### src/rtl/item_fifo_if.sv
// Handshake bundle for item_fifo: upstream push channel and downstream pop channel.
// The producer/consumer side takes the master modport; the FIFO takes the slave modport.
interface item_fifo_if #(
  parameter int WIDTH = 3
);
  logic             in_valid;
  logic [WIDTH-1:0] in_item;
  logic             in_ready;
  logic             out_valid;
  logic [WIDTH-1:0] out_item;
  logic             out_ready;

  modport master (
    output in_valid, in_item, out_ready,
    input  in_ready, out_valid, out_item
  );

  modport slave (
    input  in_valid, in_item, out_ready,
    output in_ready, out_valid, out_item
  );
endinterface

### src/rtl/item_fifo.sv
// Synchronous FIFO with a registered occupancy count, sticky overflow flag and a
// saturating counter of rejected push attempts.
module item_fifo #(
  parameter int WIDTH = 3,
  parameter int DEPTH = 4,
  localparam int AW = $clog2(DEPTH),
  localparam int CW = AW + 1
) (
  input  logic          clk,
  input  logic          rst,
  item_fifo_if.slave    bus,
  output logic [CW-1:0] count,
  output logic          overflow,
  output logic [7:0]    drop_cnt
);

  logic [WIDTH-1:0] mem_r [DEPTH];
  logic [AW-1:0]    wr_ptr_r;
  logic [AW-1:0]    rd_ptr_r;
  logic [CW-1:0]    count_r;
  logic             overflow_r;
  logic [7:0]       drop_cnt_r;

  logic             full_s;
  logic             empty_s;
  logic             push_s;
  logic             pop_s;
  logic             reject_s;

  // Handshake qualifiers; ready/valid come only from the registered count.
  always_comb begin
    full_s   = (count_r == CW'(DEPTH));
    empty_s  = (count_r == {CW{1'b0}});
    push_s   = bus.in_valid && !full_s;
    pop_s    = bus.out_ready && !empty_s;
    reject_s = bus.in_valid && full_s;
  end

  assign bus.in_ready  = !full_s;
  assign bus.out_valid = !empty_s;
  assign bus.out_item  = mem_r[rd_ptr_r];
  assign count         = count_r;
  assign overflow      = overflow_r;
  assign drop_cnt      = drop_cnt_r;

  // Storage is not reset: stale entries are unreachable once the pointers clear.
  always_ff @(posedge clk) begin
    if (push_s && !rst) begin
      mem_r[wr_ptr_r] <= bus.in_item;
    end
  end

  // Pointers, occupancy and error bookkeeping.
  always_ff @(posedge clk) begin
    if (rst) begin
      wr_ptr_r   <= {AW{1'b0}};
      rd_ptr_r   <= {AW{1'b0}};
      count_r    <= {CW{1'b0}};
      overflow_r <= 1'b0;
      drop_cnt_r <= 8'd0;
    end else begin
      if (push_s) begin
        wr_ptr_r <= wr_ptr_r + AW'(1);
      end
      if (pop_s) begin
        rd_ptr_r <= rd_ptr_r + AW'(1);
      end
      case ({push_s, pop_s})
        2'b10:   count_r <= count_r + CW'(1);
        2'b01:   count_r <= count_r - CW'(1);
        default: count_r <= count_r;
      endcase
      if (reject_s) begin
        overflow_r <= 1'b1;
        if (drop_cnt_r != 8'd255) begin
          drop_cnt_r <= drop_cnt_r + 8'd1;
        end
      end
    end
  end

endmodule

### src/flat_wrapper.sv
// flat-port wrapper written by rule: the top's interface ports become plain ports
module item_fifo_flat 
#(
  parameter int WIDTH = 3,
  parameter int DEPTH = 4,
  localparam int AW = $clog2(DEPTH),
  localparam int CW = AW + 1
)
  (clk, rst, count, overflow, drop_cnt, bus_in_valid, bus_in_item, bus_out_ready, bus_in_ready, bus_out_valid, bus_out_item);
  item_fifo_if #(.WIDTH(WIDTH)) bus_i ();
  input  logic clk;
  input  logic rst;
  output logic [CW-1:0] count;
  output logic overflow;
  output logic [7:0] drop_cnt;
  input wire logic [$bits(bus_i.in_valid)-1:0] bus_in_valid;
  input wire logic [$bits(bus_i.in_item)-1:0] bus_in_item;
  input wire logic [$bits(bus_i.out_ready)-1:0] bus_out_ready;
  output wire logic [$bits(bus_i.in_ready)-1:0] bus_in_ready;
  output wire logic [$bits(bus_i.out_valid)-1:0] bus_out_valid;
  output wire logic [$bits(bus_i.out_item)-1:0] bus_out_item;
  assign bus_i.in_valid = bus_in_valid;
  assign bus_i.in_item = bus_in_item;
  assign bus_i.out_ready = bus_out_ready;
  assign bus_in_ready = bus_i.in_ready;
  assign bus_out_valid = bus_i.out_valid;
  assign bus_out_item = bus_i.out_item;
  item_fifo #(.WIDTH(WIDTH), .DEPTH(DEPTH)) u_core (.clk(clk), .rst(rst), .bus(bus_i), .count(count), .overflow(overflow), .drop_cnt(drop_cnt));
endmodule
### config.mk
export PLATFORM = sky130hd
export DESIGN_NAME = item_fifo_flat
export DESIGN_NICKNAME = d
export VERILOG_FILES = /design/src/rtl/item_fifo_if.sv /design/src/rtl/item_fifo.sv /design/src/flat_wrapper.sv
export SDC_FILE = /design/constraint.sdc
export NUM_CORES = 1
export LEC_CHECK = 0
export CAP_MARGIN = 30
export CORE_ASPECT_RATIO = 0.5
export CORE_MARGIN = 3
export CORE_UTILIZATION = 25
export CTS_BUF_LIST = sky130_fd_sc_hd__clkbuf_4
export CTS_CLUSTER_DIAMETER = 100
export DETAILED_ROUTE_END_ITERATION = 16
export SYNTH_ARGS = -nofsm -noshare
export SYNTH_HDL_FRONTEND = slang
export SYNTH_SLANG_ARGS = --single-unit
export TNS_END_PERCENT = 50
### constraint.sdc
create_clock -name clk -period 4.35 [get_ports clk]
set_input_delay 0.87 -clock clk [delete_from_list [all_inputs] [get_ports clk]]
set_output_delay 0.87 -clock clk [all_outputs]
set_load 0.01 [all_outputs]
## After elaboration in Yosys (flattened, before gate mapping)

Memories as Yosys holds them, arrays and structs flattened. A register that Yosys moved wholly into a read port is not among the register bits.
Cells that the tools add are included.

| cells by class | value |
|---|---|
| add/subtract/negate cells | 5 |
| equal/unequal tests | 4 |
| mux-type cells | 5 |
| reduce and logical (&&, ||, !) cells | 10 |

Operators by type and width:

| kind | number |
|---|---|
| 8-bit by 1-bit adder with 8-bit output, second input constant | 1 |
| 8-bit inequality test, second input constant | 1 |
| 3-bit case mux with 2 select lines | 1 |
| 2-bit by 1-bit adder with 2-bit output, second input constant | 2 |
| 1-bit logical AND | 4 |
| 2-bit two-way mux | 2 |
| 3-bit by 1-bit adder with 3-bit output, second input constant | 1 |
| 3-bit == test, second input constant | 1 |
| 1-bit zero test | 3 |
| 3-bit zero test | 1 |
| 3-bit by 1-bit subtractor with 3-bit output, second input constant | 1 |
| 2-bit by 1-bit == test with 1-bit output, second input constant | 1 |
| 2-bit == test, second input constant | 1 |
| 1-bit two-way mux | 2 |
| 2-bit AND reduction | 1 |
| 2-bit nonzero test | 1 |

| word-level totals | value |
|---|---|
| register bits | 16 |
| RAM bits | 12 |
| input bits | 7 |
| word-level logic and storage cells | 30 |
| memories kept | 1 |

Memories:

| memory | words | width | read ports | clocked after memory_dff | wr ports | RTL line | source |
|---|---|---|---|---|---|---|---|
| u_core.mem_r | 4 | 3 | 1 | 1 | 1 | item_fifo.sv:17 | `logic [WIDTH-1:0] mem_r [DEPTH];` |

## Depth between registers and ports, before layout

| depth | value |
|---|---|
| word-level depth | 6 |
| mapped depth | 8 |
| depth with buffers taken out | 8 |

## Worst setup path after synthesis

Ideal clock, no wire load.

| path | value |
|---|---|
| path type | in2reg |
| start point | input bus_out_ready |
| end point | register u_core.count_r[2], in the netlist u_core.count[2] |
| setup time | 0.070 ns |
| data arrival time | 2.196 ns |
| path slack | 2.084 ns |
| stages on the path | 7 |
| path buffers | 0 |
| cell sequence | o31a_1 -> ha_1 -> inv_1 -> fa_1 -> xor2_1 -> or3_1 -> a21oi_1 |

| on the way | value |
|---|---|
| word-level cells in the longest chain between the ends | 3 |
| elaborated cells between the ends (all ways) | 5 |
| classes of those cells | eq/ne: 2; mux: 1; reduce/logical: 2 |

Ends and longest elaborated chain:

| element | RTL line | source |
|---|---|---|
| start, declared | flat_wrapper.sv:18 | `input wire logic [$bits(bus_i.out_ready)-1:0] bus_out_ready;` |
| 1-bit logical AND * | item_fifo.sv:35 | `pop_s = bus.out_ready && !empty_s;` |
| 2-bit by 1-bit == test with 1-bit output or 2-bit == test (tied branches) | item_fifo.sv:68 | `case ({push_s, pop_s})` |
| 3-bit case mux with 2 select lines or 2-bit nonzero test (tied branches) | - |  |
| end signal, assigned | item_fifo.sv:69 | `2'b10: count_r <= count_r + CW'(1);` |
| end signal, assigned | item_fifo.sv:70 | `2'b01: count_r <= count_r - CW'(1);` |
| end signal, assigned | item_fifo.sv:71 | `default: count_r <= count_r;` |
| end, declared | item_fifo.sv:20 | `logic [CW-1:0] count_r;` |

Mark *: on every way between the ends. The rest lies on a longest branch, timed or not.
A chain may end at the register's enable or synchronous reset.

==> flow_metrics.env <==
export IMPL_status="finished, final reports clean"
export IMPL_antenna_diode_count=0
export IMPL_crit_path_top_delay_cell="mux4_2"
export IMPL_cp_cell_sequence="mux4_2 -> clkdlybuf4s50_1"
export IMPL_hold_violations=0
export IMPL_synthArstFlopShare_pct=0
export IMPL_yosys_area_top_type="dfxtp_1"
export IMPL_cp_required_ns=3.48
export IMPL_intPower_uw=529.1
export IMPL_ys_warn_count=0
export IMPL_first_pass_iters=3
export IMPL_syn_avg_cell_area_um2=11.83
export IMPL_setup_violations=0
export IMPL_worst_slew_pin_slew_ns=0.6420
export IMPL_final_core_util_pct=33.63
export IMPL_crit_fanout=3
export IMPL_cts_max_level=2
export IMPL_worstSetupStartpointType="register"
export IMPL_critical_path_endpoint="bus_out_item[1]"
export IMPL_post_cts_buffers=0
export IMPL_rr_endpoint="u_core.count[2]"
export IMPL_grt_max_degree=19
export IMPL_syn_area_um2=1325
export IMPL_route_vias_total=876
export IMPL_core_region_area_um2=5022
export IMPL_max_vdd_ir_drop_v=0.0001363
export IMPL_drv_slew=0
export IMPL_antenna_found_initial=0
export IMPL_fin_crit_ns=2.632
export IMPL_grt_pass1_wl_um=4084
export IMPL_ant_nets=0
export IMPL_busiest_layer="met2"
export IMPL_dp_hpwl_um=1782
export IMPL_design_area_um2=1689
export IMPL_rsz0062_at_grt="no"
export IMPL_p_total_uw=773.7
export IMPL_slew_headroom_pct=57.06
export IMPL_final_nets=154
export IMPL_hold_path_class="reg2reg"
export IMPL_post_synth_top_count_cell="dfxtp_1"
export IMPL_synth_common_cells="dfxtp_1 (18), nor2_1 (17), edfxtp_1 (12)"
export IMPL_final_layout_size_suffix_gt1_share_pct=9.929
export IMPL_cts_sinks=30
export IMPL_yosysSeqAreaShare_pct=54.39
export IMPL_viasPerCell=4.152
export IMPL_placementRows=18
export IMPL_clk_pin_slew_ns=0.10
export IMPL_first_global_vias=887
export IMPL_synthCells=112
export IMPL_r2r_start="u_core.count[2]"
export IMPL_chipHeight_um=57.48
export IMPL_wl_per_cell_um=11.49
export IMPL_whs_ns=0.4882
export IMPL_crit_type="reg2out"
export IMPL_cts_tree="built"
export IMPL_syn_nets=126
export IMPL_cts_hold_buf=0
export IMPL_placed_area_um2=1635
export IMPL_area_growth_pct=27.48
export IMPL_grt_use_met3_pct=3.955
export IMPL_ioPinCount=24
export IMPL_clkLatencyLatePin_ns=0.33
export IMPL_yosysTopAreaCellShare_pct=27.20
export IMPL_drtIter0Drc=25
export IMPL_gr_total_overflow=0
export IMPL_grt_use_total_pct=8.607
export IMPL_fmax_mhz=380.0
export IMPL_ctsResizeCount=0
export IMPL_r2r_cells=8
export IMPL_drv_cap=0
export IMPL_r2r_slack_ns=2.02
export IMPL_netSwitchingPower_uw=244.7
export IMPL_fin_tns_setup_ns=0
export IMPL_synth_edf_count=12
export IMPL_globalplace_congestion=0.6838
export IMPL_dieArea_um2=6263
export IMPL_start_util_pct=26.38
export IMPL_yosys_top_cells_area="dfxtp_1 (27%), edfxtp_1 (27%), ha_1 (5.7%)"
export IMPL_wl_um=2424
export IMPL_critPathCaptureType="output pin"
export IMPL_die_w_um=109.0
export IMPL_power_leakage_uw=0.0005859
export IMPL_met1_usage_pct=9.965
export IMPL_synthFlopType="dfxtp_1"
export IMPL_netlist_cell_type_count=30
export IMPL_powerDensity_nw_per_um2=458.1
export IMPL_drc=0
export IMPL_clock_tree_root_cell="clkbuf_4"
export IMPL_cts_buffers=5
export IMPL_clock_power_share_pct=20.7
export IMPL_seqPwrFrac_pct=47.7
export IMPL_synth_ff_latch_count=30
export IMPL_grt_use_met2_pct=13.79
export IMPL_cpPeakStageDelay_ns=0.52
export IMPL_p_comb_share_pct=31.6
export IMPL_fin_skew_ns=0.01372
export IMPL_portBuffers=23
export IMPL_cts_buffer_depth=2
export IMPL_fin_crit_sh_pct=60.50
export IMPL_netSwitchingFraction_pct=31.62
export IMPL_arrival_ns=1.76
==> power groups by stage <==
stage	logic, µW	clock network, µW	registers [µW]
4_1_cts	250	165	370
3_5_place_dp	247	0	376
6_report	245	160	369
5_1_grt	272	179	376
3_3_place_gp	243	0	375
2_1_floorplan	146	0	372
==> worst min path at each step <==
stage                             from                 end  slack (ns)  depth (start not counted)
global route           u_core.overflow     u_core.overflow        0.51                          2
floorplan           u_core.wr_ptr_r[1]  u_core.wr_ptr_r[1]        0.47                          2
global placement       u_core.overflow     u_core.overflow        0.46                          2
CTS                    u_core.overflow     u_core.overflow        0.49                          2
finish                 u_core.overflow     u_core.overflow        0.49                          2
detailed placement     u_core.overflow     u_core.overflow        0.46                          2
==> layer usage <==
metal	vias to the layer above	routed length, µm	share of wire (%)
met4	0	23	0.95
met3	2	114	4.7
met1	411	1135	47
met5	-	0	0
met2	13	1150	47
li1	450	-	-
==> sequential cells by signal (all words and copies together) (netlist names), named ones only <==
register         flops
u_core.mem_r        12
u_core.rd_ptr_r      2
u_core.overflow      1
u_core.drop_cnt      8
u_core.count         3
u_core.wr_ptr_r      2
==> cells in the final DEF, fill, tap and decap left out, types with 5 or more instances in the layout <==
master            n
nor2_1           17
clkdlybuf4s50_1  23
ha_1              6
dfxtp_1          18
edfxtp_1         12
xor2_1            7
inv_1             5
clkbuf_4          5
==> through the flow <==
step	std cells	setup slack, ns
global placement	203	1.566
finish	211	1.718
global route	211	1.621
CTS	211	1.686
floorplan	112	2.084
detailed placement	203	1.487
==> area by class of cell <==
type                    count  area, µm²
inverters                   5      18.77
clock inverters             3      16.27
repair buffers             23      230.2
multi-input cells          75      578.1
well taps                  70      87.58
clock buffers               5      37.54
flip-flops and latches     30      720.7
fillers                   523       3333
==> worst max-delay path: cells and delay by family, from the launching register on <==
kind / cells / cell delay, ns
flip-flops: 1 / 0.44
multiplexers: 1 / 0.52
buffers and inverters: 1 / 0.49
==> kinds of logic after synthesis <==
family | share of synthesized area [%]
AND/OR/NAND/NOR | 17.85
flip-flops | 54.39
AO/OA/AOI/OAI | 6.043
XOR/XNOR | 5.949
buffers and inverters | 1.983
adder cells (fa/ha/maj) | 7.176
multiplexers | 6.610
Power figures use the tool's default switching activity.
